`src/rtl/arbitro_pkg.sv`:
```
// Shared definitions for the weighted-round-robin FIFO arbiter.
// Word layout: [W-1:W-2] class, [W-3 -: DEST_W] destination, remainder payload.
package arbitro_pkg;

    localparam int N_CH_DEF      = 4;
    localparam int WORD_SIZE_DEF = 12;
    localparam int WEIGHT_W_DEF  = 3;
    localparam int DEST_W_DEF    = $clog2(N_CH_DEF);

    localparam int CLASS_MSB = WORD_SIZE_DEF - 1;
    localparam int DEST_MSB  = WORD_SIZE_DEF - 3;

    function automatic logic [DEST_W_DEF-1:0] dest_of(input logic [WORD_SIZE_DEF-1:0] word);
        return word[DEST_MSB -: DEST_W_DEF];
    endfunction

endpackage

```
`src/rtl/arbitro_rr_pick.sv`:
```
// Rotating-priority first-one search: returns the first set request at or after start_i, wrapping.
// N must be a power of two so that index arithmetic wraps naturally.
module arbitro_rr_pick #(
    parameter  int N  = 4,
    localparam int DW = $clog2(N)
) (
    input  logic [N-1:0]  req_i,
    input  logic [DW-1:0] start_i,
    output logic          found_o,
    output logic [DW-1:0] idx_o
);

    logic [DW-1:0] cand;

    // Walk from the farthest offset back to start so the nearest hit is written last.
    always_comb begin
        found_o = 1'b0;
        idx_o   = '0;
        cand    = '0;
        for (int k = N - 1; k >= 0; k--) begin
            cand = start_i + DW'(k);
            if (req_i[cand]) begin
                found_o = 1'b1;
                idx_o   = cand;
            end
        end
    end

endmodule

```
`src/rtl/arbitro_wrr.sv`:
```
// Weighted-round-robin / strict-priority arbiter from N_CH ingress FIFOs to N_CH egress FIFOs.
// One combinational pop per cycle; the popped word is pushed to its destination one cycle later.
module arbitro_wrr
    import arbitro_pkg::*;
#(
    parameter int N_CH      = N_CH_DEF,
    parameter int WORD_SIZE = WORD_SIZE_DEF,
    parameter int WEIGHT_W  = WEIGHT_W_DEF
) (
    input  logic                      clk,
    input  logic                      reset,
    input  logic                      mode,
    input  logic [N_CH*WEIGHT_W-1:0]  weights,
    input  logic [N_CH-1:0]           in_empty,
    input  logic [N_CH*WORD_SIZE-1:0] in_data,
    output logic [N_CH-1:0]           in_pop,
    input  logic [N_CH-1:0]           out_almost_full,
    output logic [N_CH-1:0]           out_push,
    output logic [WORD_SIZE-1:0]      out_data,
    output logic                      idle
);

    localparam int DEST_W = $clog2(N_CH);

    logic [N_CH-1:0][WORD_SIZE-1:0] head;
    logic [N_CH-1:0][WEIGHT_W-1:0]  wgt;
    logic [N_CH-1:0][DEST_W-1:0]    dst;
    logic [N_CH-1:0]                elig;

    for (genvar i = 0; i < N_CH; i++) begin : g_ch
        assign head[i] = in_data[i*WORD_SIZE +: WORD_SIZE];
        assign wgt[i]  = weights[i*WEIGHT_W +: WEIGHT_W];
        assign dst[i]  = head[i][WORD_SIZE-3 -: DEST_W];
        assign elig[i] = !in_empty[i] && !out_almost_full[dst[i]] && (wgt[i] != '0);
    end

    logic [DEST_W-1:0]   cur_q, cur_d;
    logic [WEIGHT_W-1:0] credit_q, credit_d;
    logic [N_CH-1:0]     push_q;
    logic [WORD_SIZE-1:0] data_q;
    logic                idle_q;

    logic                w_found, p_found;
    logic [DEST_W-1:0]   w_idx, p_idx;
    logic [DEST_W-1:0]   cur_nxt;

    assign cur_nxt = cur_q + DEST_W'(1);

    arbitro_rr_pick #(.N(N_CH)) u_wrr_pick (
        .req_i   (elig),
        .start_i (cur_nxt),
        .found_o (w_found),
        .idx_o   (w_idx)
    );

    arbitro_rr_pick #(.N(N_CH)) u_pri_pick (
        .req_i   (elig),
        .start_i ('0),
        .found_o (p_found),
        .idx_o   (p_idx)
    );

    logic                stay;
    logic                gnt_vld;
    logic [DEST_W-1:0]   gnt;
    logic [WEIGHT_W-1:0] base, credit_new;

    // Staying on cur requires unused credit; a weight lowered under credit ends the burst.
    assign stay = elig[cur_q] && (credit_q < wgt[cur_q]);

    always_comb begin
        gnt_vld = 1'b0;
        gnt     = '0;
        base    = '0;
        if (mode) begin
            gnt_vld = p_found;
            gnt     = p_idx;
        end else if (stay) begin
            gnt_vld = 1'b1;
            gnt     = cur_q;
            base    = credit_q;
        end else begin
            gnt_vld = w_found;
            gnt     = w_idx;
        end
        gnt_vld    = gnt_vld & reset;
        credit_new = base + WEIGHT_W'(1);

        in_pop = '0;
        if (gnt_vld) in_pop[gnt] = 1'b1;

        cur_d    = cur_q;
        credit_d = credit_q;
        if (gnt_vld && !mode) begin
            if (credit_new >= wgt[gnt]) begin
                cur_d    = gnt + DEST_W'(1);
                credit_d = '0;
            end else begin
                cur_d    = gnt;
                credit_d = credit_new;
            end
        end
    end

    always_ff @(posedge clk) begin
        if (!reset) begin
            cur_q    <= '0;
            credit_q <= '0;
        end else begin
            cur_q    <= cur_d;
            credit_q <= credit_d;
        end
    end

    always_ff @(posedge clk) begin
        if (!reset) begin
            push_q <= '0;
            data_q <= '0;
            idle_q <= 1'b1;
        end else if (gnt_vld) begin
            push_q      <= '0;
            push_q[dst[gnt]] <= 1'b1;
            data_q      <= head[gnt];
            idle_q      <= 1'b0;
        end else begin
            push_q <= '0;
            idle_q <= 1'b1;
        end
    end

    assign out_push = push_q;
    assign out_data = data_q;
    assign idle     = idle_q;

endmodule

```
`config.mk`:
```
export PLATFORM = sky130hd
export DESIGN_NAME = arbitro_wrr
export DESIGN_NICKNAME = d
export VERILOG_FILES = /design/src/rtl/arbitro_pkg.sv /design/src/rtl/arbitro_rr_pick.sv /design/src/rtl/arbitro_wrr.sv
export SDC_FILE = /design/constraint.sdc
export NUM_CORES = 1
export LEC_CHECK = 0
export CORE_MARGIN = 5
export CORE_UTILIZATION = 42
export CTS_CLUSTER_SIZE = 20
export DETAILED_ROUTE_END_ITERATION = 6
export PLACE_DENSITY_LB_ADDON = 0.25
export SYNTH_ARGS = -nofsm -noshare
export SYNTH_HDL_FRONTEND = slang
export SYNTH_SLANG_ARGS = --single-unit
```
`constraint.sdc`:
```
create_clock -name clk -period 5.49 [get_ports clk]
set_clock_uncertainty 0.05 [all_clocks]
set_input_delay 0.8235 -clock clk [delete_from_list [all_inputs] [get_ports clk]]
set_output_delay 0.8235 -clock clk [all_outputs]
set_load 0.05 [all_outputs]
```
==> results.yml <==
timing:
  fin_max_slew_vios: 0
  worst_path_setup_slack_after_routing_ps: 519
  unrepaired_setup_endpoints_after_global_routing: "false"
  tns_ps: 0
  finalCriticalPeriod_ps: 4970
  worst_pin_slew_ps: 933
  report.final.hold_viol_count: 0
  final_clock_period_utilization_by_the_worst_path: 0.905
  hold-worst-slack_ps: 415
  timing.max_slew.rel_slack: 0.376
  fmax_ghz: 0.201
  finalSetupViolCount: 0
clocking:
  ctsHtreeMaxLevel: 1
  clock_path_buffers: 2
  cts_made_buffers: 3
  cts.hold.buffers_added: 0
  cts_post_setup_buffers_inserted: 0
  clock-sinks: 22
  cts.repair.resized: 0
  clock_latency_ps: 260
  clkTransAtPathRegs_ps: 80
  root_buffer: "clkbuf_8"
  clock_tree_from_tritoncts: "done"
critical_path:
  worstPathBufferInverterCount: 3
  cp-end-kind: "output port"
  critPathMostFrequentCell: "mux4_2"
  crit_fanout: 10
  path_cells: "clkdlybuf4s50_1, mux4_2, nor3_2, mux4_2, and2_1, mux2i_1, nor3_4, buf_4, ha_1, and3_1, buf_12"
  setup.reg_to_reg.worst_slack_ps: 1090
  worst-setup-path-type: "in2out"
  setup_crit_start_kind: "input port"
  timing.critical_path.max_delay_family: "simple AND/OR/NAND/NOR gates"
  timing.critical_path.slowest_stage_cell: "mux4_2"
  cp_slowest_stage_delay_ps: 520
  timing.critical_path.required_ps: 4620
  cp.arrival_ps: 4100
synthesis:
  syn_area_sq_um: 1940
  share_of_the_yosys_chip_area_belonging_to_registers: 0.227
  synth_warn: 0
  postSynthAreaPerCell_sq_um: 9.42
  synth.distinct_cells: 40
  main_combinational_cell_family_by_area_after_synthesis: "multiplexers"
  yosys_register_bits: 22
  synth_simple_gate_area_share: 0.196
  synth_compound_area_frac: 0.123
  netlist_instances: 206
  synthMuxAreaShare: 0.320
  adder_cell_share_of_the_synthesized_area: 0.0645
  synth-xor-area-share: 0.00903
  mapped_nets: 287
global_routing:
  first_pass_grt_wire_length_mm: 9.24
  globalRouteTotalUtil: 0.183
  gr-total-overflow: 0
  via_count_of_the_first_global_routing_pass: 1951
  number_of_antenna_violations_at_the_first_check_in_global_routing: 0
  grt_start_max_net_pins: 31
die:
  starting_density_of_the_core: 0.440
  die_w_um: 78.0
  chipHeight_um: 78.0
  ios: 92
  floorplan.die_area_sq_um: 6080
  design.core.area_sq_um: 4410
  rows: 24
detailed_routing:
  detailedRoute.firstPassIterationCount: 4
  residual_drc_count: 0
  postRouteAntennaNets: 0
  dr_total_vias: 1883
  wl_per_instance_um: 16.4
  route.detailed.vias_per_inst: 5.51
  drt_iter0_markers: 147
  totalWireLength_mm: 5.62
finish:
  area_growth_pct: 50.9
  antenna-diode-count: 0
  fin_nets: 372
  drive_above_1_share: 0.141
  layout_commonest_cell: "clkdlybuf4s50_1"
  highest_count_cells_in_the_layout_ignoring_fill_and_taps: "clkdlybuf4s50_1 (87), mux2i_1 (28), dfxtp_1 (22)"
pwr:
  ir_drop_mv: 0.200
  p_leak_nw: 1.16
  pwr_density_cell_nw_per_um2: 262
placement:
  detailed_place_hpwl_mm: 4.57
  pre_cts_ws_ps: 459
  portBuffers: 91
  place_congestion: 0.898
run_status:
  outcome: "complete, no violations"
job:
  max_cap_violations: 0
min_path:
  timing.hold.worst.class: "reg2reg"
layout make-up:
class / instances / area (sq um)
tap: 52 / 65.1
fill: 378 / 1490
timing repair buffer: 94 / 936
clock inverter: 1 / 30.0
inverter: 7 / 26.3
clock buffer: 3 / 41.3
multi-input combinational: 163 / 1390
sequential: 22 / 440
tightest hold or removal path, cell delays in order (launching register included):
cell and delay (ps):
dfxtp_1 320, nand3_1 60, o21ai_1 50
through the flow:
stage	total power, mW	std cells	cell area [sq um]	utilization
3_5_place_dp	0.618	338	2860	0.647
2_1_floorplan	0.485	206	1940	-
5_1_grt	0.810	342	2930	0.663
4_1_cts	0.772	342	2930	0.663
6_report	0.766	342	2930	0.663
3_3_place_gp	0.615	338	2860	0.647
kinds of logic (layout without fill, tap and decap cells):
| group | count (synthesis) | in the layout |
|---|---|---|
| simple gates | 65 | 65 |
| mux | 50 | 50 |
| compound gates | 36 | 36 |
| flops | 22 | 22 |
| buf+inv | 21 | 105 |
| fa+ha+maj | 10 | 10 |
| xor+xnor | 2 | 2 |
sequential cells by signal, indices dropped and copies added (netlist names):
register and count:
credit_q 3, cur_q 2, idle 1, out_data 12, out_push 4
routing by layer:
metal  vias up  GRT usage  share of wire  wire [um]
li1        941          -              -          -
met1       878      0.204           0.38       2150
met2        54      0.345           0.54       3050
met3        10     0.0544          0.062        348
met4         0     0.0321          0.013         72
met5         -          0              0          0
power breakdown:
group | leakage [nW] | switching, mW | internal [mW]
logic | 0.941 | 0.219 | 0.191
clock network | 0.0357 | 0.0540 | 0.0973
registers | 0.181 | 0.0201 | 0.185
total | 1.16 | 0.293 | 0.473
final timing paths:
check,start,endpoint,cells past startpoint
worst max-delay path,in_data[8],in_pop[2],11
worst min-delay path,out_data[3],out_data[3],2
worst max register to register,cur_q[0],cur_q[1],17
worst min register to register,out_data[3],out_data[3],2
Yosys cell counts:
master | number | share of area
a211o_1 | 1 | 0.0045
a211oi_1 | 1 | 0.0039
a21boi_0 | 1 | 0.0039
a21o_1 | 3 | 0.012
a21oi_1 | 6 | 0.015
a2bb2oi_1 | 1 | 0.0045
a31oi_1 | 1 | 0.0032
a32o_1 | 2 | 0.010
and2_1 | 2 | 0.0064
and3_1 | 7 | 0.023
and3b_1 | 1 | 0.0045
buf_2 | 1 | 0.0026
buf_4 | 2 | 0.0077
buf_6 | 4 | 0.023
clkbuf_1 | 7 | 0.014
dfxtp_1 | 22 | 0.23
ha_1 | 10 | 0.064
inv_1 | 7 | 0.014
mux2_2 | 13 | 0.075
mux2_4 | 1 | 0.0077
mux2i_1 | 28 | 0.14
mux4_2 | 8 | 0.093
nand2_1 | 12 | 0.023
nand2b_1 | 1 | 0.0032
nand3_1 | 16 | 0.041
nand3b_1 | 1 | 0.0039
nor2_1 | 5 | 0.0097
nor2b_1 | 3 | 0.0097
nor3_1 | 9 | 0.023
nor3_2 | 3 | 0.015
nor3_4 | 2 | 0.017
nor3b_2 | 2 | 0.013
o211ai_1 | 1 | 0.0039
o21a_1 | 1 | 0.0039
o21ai_0 | 10 | 0.026
o21ai_1 | 7 | 0.018
o221ai_4 | 1 | 0.014
or3_1 | 1 | 0.0032
xnor2_1 | 1 | 0.0045
xor2_1 | 1 | 0.0045
(Power assumes the default switching activity.)
